### src/rtl/bcd_7seg_scan_if.sv
// Display driver bus: captured BCD/decimal-point input side plus scanned segment/anode outputs.
// Latency: n/a (signal bundle only).
// Backpressure: none; load is a single-cycle strobe that is always accepted.
// Optional BCD_SCAN_BRIGHTNESS_EN adds the 4-bit duty input.
interface bcd_7seg_scan_if #(
  parameter int DIGITS = 4
);
  logic                  load;
  logic [4*DIGITS-1:0]   bcd_in;
  logic [DIGITS-1:0]     dp_in;
  logic                  blank_lz;
`ifdef BCD_SCAN_BRIGHTNESS_EN
  logic [3:0]            duty;
`endif
  logic [6:0]            seg;
  logic                  dp;
  logic [DIGITS-1:0]     an;
  logic                  err;

`ifdef BCD_SCAN_BRIGHTNESS_EN
  modport master (output load, bcd_in, dp_in, blank_lz, duty,
                  input  seg, dp, an, err);
  modport slave  (input  load, bcd_in, dp_in, blank_lz, duty,
                  output seg, dp, an, err);
`else
  modport master (output load, bcd_in, dp_in, blank_lz,
                  input  seg, dp, an, err);
  modport slave  (input  load, bcd_in, dp_in, blank_lz,
                  output seg, dp, an, err);
`endif
endinterface

### src/rtl/bcd_7seg_scan.sv
// Multi-digit BCD to 7-segment scanner: shadow capture, prescaled anode scan, leading-zero blanking, err flag.
// Latency: seg/dp/an registered one cycle after index and shadow; err valid the cycle after load.
// Backpressure: none; load always accepted and never disturbs the scan. Macro BCD_SCAN_BRIGHTNESS_EN adds duty dimming.
module bcd_7seg_scan #(
  parameter int DIGITS         = 4,
  parameter int DIV            = 1000,
  parameter bit SEG_ACTIVE_LOW = 1'b0
) (
  input logic           clk,
  input logic           rst_n,
  bcd_7seg_scan_if.slave bus
);

  localparam int PW = (DIV > 1) ? $clog2(DIV) : 1;
  localparam int IW = (DIGITS > 1) ? $clog2(DIGITS) : 1;

  logic [4*DIGITS-1:0] shadow_bcd;
  logic [DIGITS-1:0]   shadow_dp;
  logic                err_q;
  logic [PW-1:0]       presc;
  logic [IW-1:0]       idx;
  logic [6:0]          seg_q;
  logic                dp_q;
  logic [DIGITS-1:0]   an_q;

  logic                any_bad;
  logic [3:0]          cur_code;
  logic                cur_dp;
  logic                cur_blank;
  logic                an_gate;
  logic                slot_end;

  function automatic logic [6:0] decode(input logic [3:0] code);
    logic [6:0] s;
    case (code)
      4'd0:    s = 7'b1111110;
      4'd1:    s = 7'b0110000;
      4'd2:    s = 7'b1101101;
      4'd3:    s = 7'b1111001;
      4'd4:    s = 7'b0110011;
      4'd5:    s = 7'b1011011;
      4'd6:    s = 7'b1011111;
      4'd7:    s = 7'b1110000;
      4'd8:    s = 7'b1111111;
      4'd9:    s = 7'b1111011;
      default: s = 7'b0000001;
    endcase
    return s;
  endfunction

  // Flag any non-BCD nibble in the value being offered for capture.
  always_comb begin
    any_bad = 1'b0;
    for (int k = 0; k < DIGITS; k++) begin
      if (bus.bcd_in[4*k +: 4] > 4'd9) any_bad = 1'b1;
    end
  end

  // Select the current digit; it is blanked when it and every higher digit is zero
  // (invalid codes are nonzero, so they are never blanked away).
  always_comb begin
    cur_code  = shadow_bcd[4*idx +: 4];
    cur_dp    = shadow_dp[idx];
    cur_blank = bus.blank_lz && (idx != '0) &&
                ((shadow_bcd >> {idx, 2'b00}) == '0);
    slot_end  = (presc == PW'(DIV - 1));
  end

`ifdef BCD_SCAN_BRIGHTNESS_EN
  logic [31:0] on_limit;
  // Anode on-window shrinks to (duty+1)/16 of the slot; duty is taken live.
  always_comb begin
    on_limit = ((32'(bus.duty) + 32'd1) * 32'(DIV)) / 32'd16;
    an_gate  = (32'(presc) < on_limit);
  end
`else
  // Without dimming the anode is on for the whole slot.
  always_comb begin
    an_gate = 1'b1;
  end
`endif

  // Capture the display value and its validity on load.
  always_ff @(posedge clk) begin
    if (!rst_n) begin
      shadow_bcd <= '0;
      shadow_dp  <= '0;
      err_q      <= 1'b0;
    end else if (bus.load) begin
      shadow_bcd <= bus.bcd_in;
      shadow_dp  <= bus.dp_in;
      err_q      <= any_bad;
    end
  end

  // Refresh prescaler and digit index; independent of load.
  always_ff @(posedge clk) begin
    if (!rst_n) begin
      presc <= '0;
      idx   <= '0;
    end else if (slot_end) begin
      presc <= '0;
      idx   <= (idx == IW'(DIGITS - 1)) ? '0 : idx + 1'b1;
    end else begin
      presc <= presc + 1'b1;
    end
  end

  // Register segment, decimal point and one-hot anode for the current index.
  always_ff @(posedge clk) begin
    if (!rst_n) begin
      seg_q <= '0;
      dp_q  <= 1'b0;
      an_q  <= '0;
    end else begin
      seg_q <= cur_blank ? 7'b0 : decode(cur_code);
      dp_q  <= cur_dp & ~cur_blank;
      an_q  <= an_gate ? (DIGITS'(1) << idx) : '0;
    end
  end

  assign bus.seg = SEG_ACTIVE_LOW ? ~seg_q : seg_q;
  assign bus.dp  = SEG_ACTIVE_LOW ? ~dp_q  : dp_q;
  assign bus.an  = an_q;
  assign bus.err = err_q;

endmodule

### src/flat_wrapper.sv
// flat-port wrapper written by rule: the top's interface ports become plain ports
module bcd_7seg_scan_flat 
#(
  parameter int DIGITS         = 4,
  parameter int DIV            = 1000,
  parameter bit SEG_ACTIVE_LOW = 1'b0
)
  (clk, rst_n, bus_load, bus_bcd_in, bus_dp_in, bus_blank_lz, bus_seg, bus_dp, bus_an, bus_err);
  bcd_7seg_scan_if #(.DIGITS(DIGITS)) bus_i ();
  input logic clk;
  input logic rst_n;
  input wire logic [$bits(bus_i.load)-1:0] bus_load;
  input wire logic [$bits(bus_i.bcd_in)-1:0] bus_bcd_in;
  input wire logic [$bits(bus_i.dp_in)-1:0] bus_dp_in;
  input wire logic [$bits(bus_i.blank_lz)-1:0] bus_blank_lz;
  output wire logic [$bits(bus_i.seg)-1:0] bus_seg;
  output wire logic [$bits(bus_i.dp)-1:0] bus_dp;
  output wire logic [$bits(bus_i.an)-1:0] bus_an;
  output wire logic [$bits(bus_i.err)-1:0] bus_err;
  assign bus_i.load = bus_load;
  assign bus_i.bcd_in = bus_bcd_in;
  assign bus_i.dp_in = bus_dp_in;
  assign bus_i.blank_lz = bus_blank_lz;
  assign bus_seg = bus_i.seg;
  assign bus_dp = bus_i.dp;
  assign bus_an = bus_i.an;
  assign bus_err = bus_i.err;
  bcd_7seg_scan #(.DIGITS(DIGITS), .DIV(DIV), .SEG_ACTIVE_LOW(SEG_ACTIVE_LOW)) u_core (.clk(clk), .rst_n(rst_n), .bus(bus_i));
endmodule
### config.mk
export PLATFORM = sky130hd
export DESIGN_NAME = bcd_7seg_scan_flat
export DESIGN_NICKNAME = d
export VERILOG_FILES = /design/src/rtl/bcd_7seg_scan_if.sv /design/src/rtl/bcd_7seg_scan.sv /design/src/flat_wrapper.sv
export SDC_FILE = /design/constraint.sdc
export NUM_CORES = 1
export LEC_CHECK = 0
export CORE_MARGIN = 2
export CORE_UTILIZATION = 53
export DETAILED_ROUTE_END_ITERATION = 8
export PLACE_DENSITY = 0.8
export SLEW_MARGIN = 15
export SYNTH_ARGS = -nofsm -noshare
export SYNTH_HDL_FRONTEND = slang
export SYNTH_SLANG_ARGS = --single-unit
export TNS_END_PERCENT = 30
### constraint.sdc
create_clock -name clk -period 3.3 [get_ports clk]
set_input_delay 0.33 -clock clk [delete_from_list [all_inputs] [get_ports clk]]
set_output_delay 0.33 -clock clk [all_outputs]
set_load 0.02 [all_outputs]
==> impl_metrics.json <==
{
  "cts_max_path_buffers": 2,
  "core_area_um2": 3740,
  "die_x_um": 67.1,
  "powerDensity_nw_per_um2": 458,
  "cts_root_buf": "clkbuf_8",
  "diodes": 0,
  "finalCritPeriodShare_pct": 80.7,
  "ant_nets": 0,
  "netlist_area_um2": 2110,
  "dp_hpwl_um": 2850,
  "ys_warn_count": 0,
  "dp_cells": 282,
  "via_count": 1551,
  "start_kind": "flop",
  "ys_top_cells_by_count": "dfxtp_1, nor2b_1, mux2i_1",
  "wl_per_cell_um": 13.3,
  "cp_max_fo": 16,
  "rrSetupSlack_ns": 0.64,
  "reg2regPathDepth": 7,
  "worst_slew_pin_slew_ns": 0.607,
  "cts_tree": "done",
  "drv_slew": 0,
  "grt_antenna_before_repair": 0,
  "clk_pin_slew_ns": 0.08,
  "htreeDepth": 2,
  "crit_path_end_kind": "flop",
  "die_y_um": 67.1,
  "ys_dominant_reg_cell": "dfxtp_1",
  "drt-pass1-iter-count": 4,
  "synth_cell_types": 42,
  "synth-seq-cells": 45,
  "die_area_um2": 4500,
  "rsz0062_at_grt": "no",
  "arrival_ns": 2.85,
  "initial_core_util_pct": 56.3,
  "pin_count": 37,
  "timing.rr.end": "u_core.bus.seg[1]",
  "drt-total-wl_um": 3860,
  "reg2reg_from": "u_core.idx[0]",
  "tns_ns": 0,
  "grt_remaining_overflow": 0,
  "synth-seq-area-share_pct": 42.8,
  "grt_pass1_wl_um": 6810,
  "period_needed_ns": 2.66,
  "synth_cells": 206,
  "relSlewSlack_pct": 59.5,
  "synth_area_leaders": "dfxtp_1, mux2i_1, nor2b_1",
  "instances_no_fill": 290,
  "wirelength_met1_um": 1850,
  "cts_setup_buffers": 0,
  "fp-row-count": 22,
  "outcome": "completed",
  "numCtsBuffers": 5,
  "synth-edff-count": 0,
  "fmax_mhz": 375,
  "ir_worst_vdd_v": 0.000290,
  "drive_gt1_share_pct": 9.09,
  "drv_cap": 0,
  "p_leak_nw": 1.04,
  "synth_most_common_cell": "dfxtp_1",
  "port_buffers": 36,
  "final_hold_viol_count": 0,
  "yosys.area.top_type": "dfxtp_1",
  "hold_path_class": "reg2reg",
  "clock_sinks": 45,
  "crit_start": "u_core.idx[0]",
  "worst-setup-path-type": "reg2reg",
  "synthesis.nets": 239,
  "endpoint": "u_core.bus.seg[1]",
  "routed-wl-met3_um": 168,
  "fin_ws_ns": 0.636,
  "first_iter_violations": 71,
  "hold_buffers": 0,
  "synthArstFlopShare_pct": 0,
  "vias_per_cell": 5.35,
  "highest_layer": "met4",
  "grt_pass1_vias": 1452,
  "area_growth_pct": 23.5,
  "dr_wl_met2_um": 1780,
  "layout.nets": 274,
  "track_usage_pct": 20.2,
  "cts_resized": 0,
  "dpl_worst_slack_ns": 0.613,
  "finalSetupViolCount": 0,
  "synth.top_cell.area_share_pct": 42.8,
  "fin_skew_ns": 0.00549,
  "grt_max_degree": 28,
  "required_ns": 3.49,
  "clkLatencyLatePin_ns": 0.30,
  "place.gp.congestion": 0.820,
  "avgSynthCellArea_um2": 10.2,
  "drc_errors": 0
}
power by group:
part | internal (W) | total, W | switching [W]
clock | 0.000247 | 0.000421 | 0.000175
combinational | 0.0000967 | 0.000175 | 0.0000779
sequential | 0.000575 | 0.000596 | 0.0000204
worst min-delay path by stage:
| stage | startpoint | end | slack (ns) | cells past startpoint |
|---|---|---|---|---|
| global route | u_core.presc[0] | u_core.presc[0] | 0.50 | 1 |
| floorplan | u_core.presc[0] | u_core.presc[0] | 0.43 | 1 |
| CTS | u_core.presc[0] | u_core.presc[0] | 0.48 | 1 |
| finish | u_core.presc[0] | u_core.presc[0] | 0.47 | 1 |
| global placement | u_core.presc[0] | u_core.presc[0] | 0.45 | 1 |
| detailed placement | u_core.presc[0] | u_core.presc[0] | 0.46 | 1 |
cells in the final DEF (no fill, tap or decap), types with 2 or more instances in the layout:
master,instances
nand4_1,2
o21ai_0,5
and2_1,5
nand3_1,4
clkbuf_8,6
inv_1,7
xnor2_1,5
nor2_1,14
o211ai_1,2
clkdlybuf4s50_1,36
buf_4,2
ha_1,9
or3_1,2
o21ai_1,5
nor4_1,3
nand2_1,8
and3b_1,2
mux4_2,5
xor2_1,2
dfxtp_1,45
and3_1,2
nor3_1,2
nor2b_1,27
mux2i_1,21
mux2_2,2
kinds of logic after synthesis:
family	share of synthesized area [%]
buffers and inverters	3.98
XOR/XNOR	2.91
AO/OA/AOI/OAI	8.19
AND/OR/NAND/NOR	20.4
flip-flops	42.8
multiplexers	16.4
adder cells (fa/ha/maj)	5.34
area by class of cell:
type	instances	area, µm²
clock buffer	7	86.3
clock inverter	1	30.0
fill	309	1140
inverter	7	26.3
multi-input combinational	144	1120
sequential	45	901
tap	48	60.1
timing repair buffer	38	375
flip-flops by register name, summed over array words and instances, names as in the netlist:
signal             cells
u_core.bus.seg         7
u_core.presc          10
u_core.shadow_dp       4
u_core.shadow_bcd     16
u_core.bus.err         1
u_core.idx             2
u_core.bus.an          4
u_core.bus.dp          1
worst max-delay path: stages, from the launching register on:
cell and delay, ns:
dfxtp_1 0.71, mux4_2 0.65, inv_1 0.18, ha_1 0.21
and3b_1 0.16, o211ai_1 0.09, a22oi_2 0.32, and3b_1 0.23
stage by stage:
stage	hold slack, ns	instance area, µm²	util [%]	total power [W]
finish	0.474	2600	69.5	0.00119
global route	0.505	2600	69.5	0.00125
CTS	0.482	2600	69.5	0.00120
detailed placement	0.462	2480	66.4	0.000783
global placement	0.448	2480	66.4	0.000779
floorplan	0.430	2110	-	0.000705
per-layer routing:
metal  up-vias  track usage, %
li1        779               -
met1       728            27.1
met2        36            31.6
met3         8            4.22
met4         0            7.65
met5         -               0
Note: power is estimated with default switching activity, not from simulation.
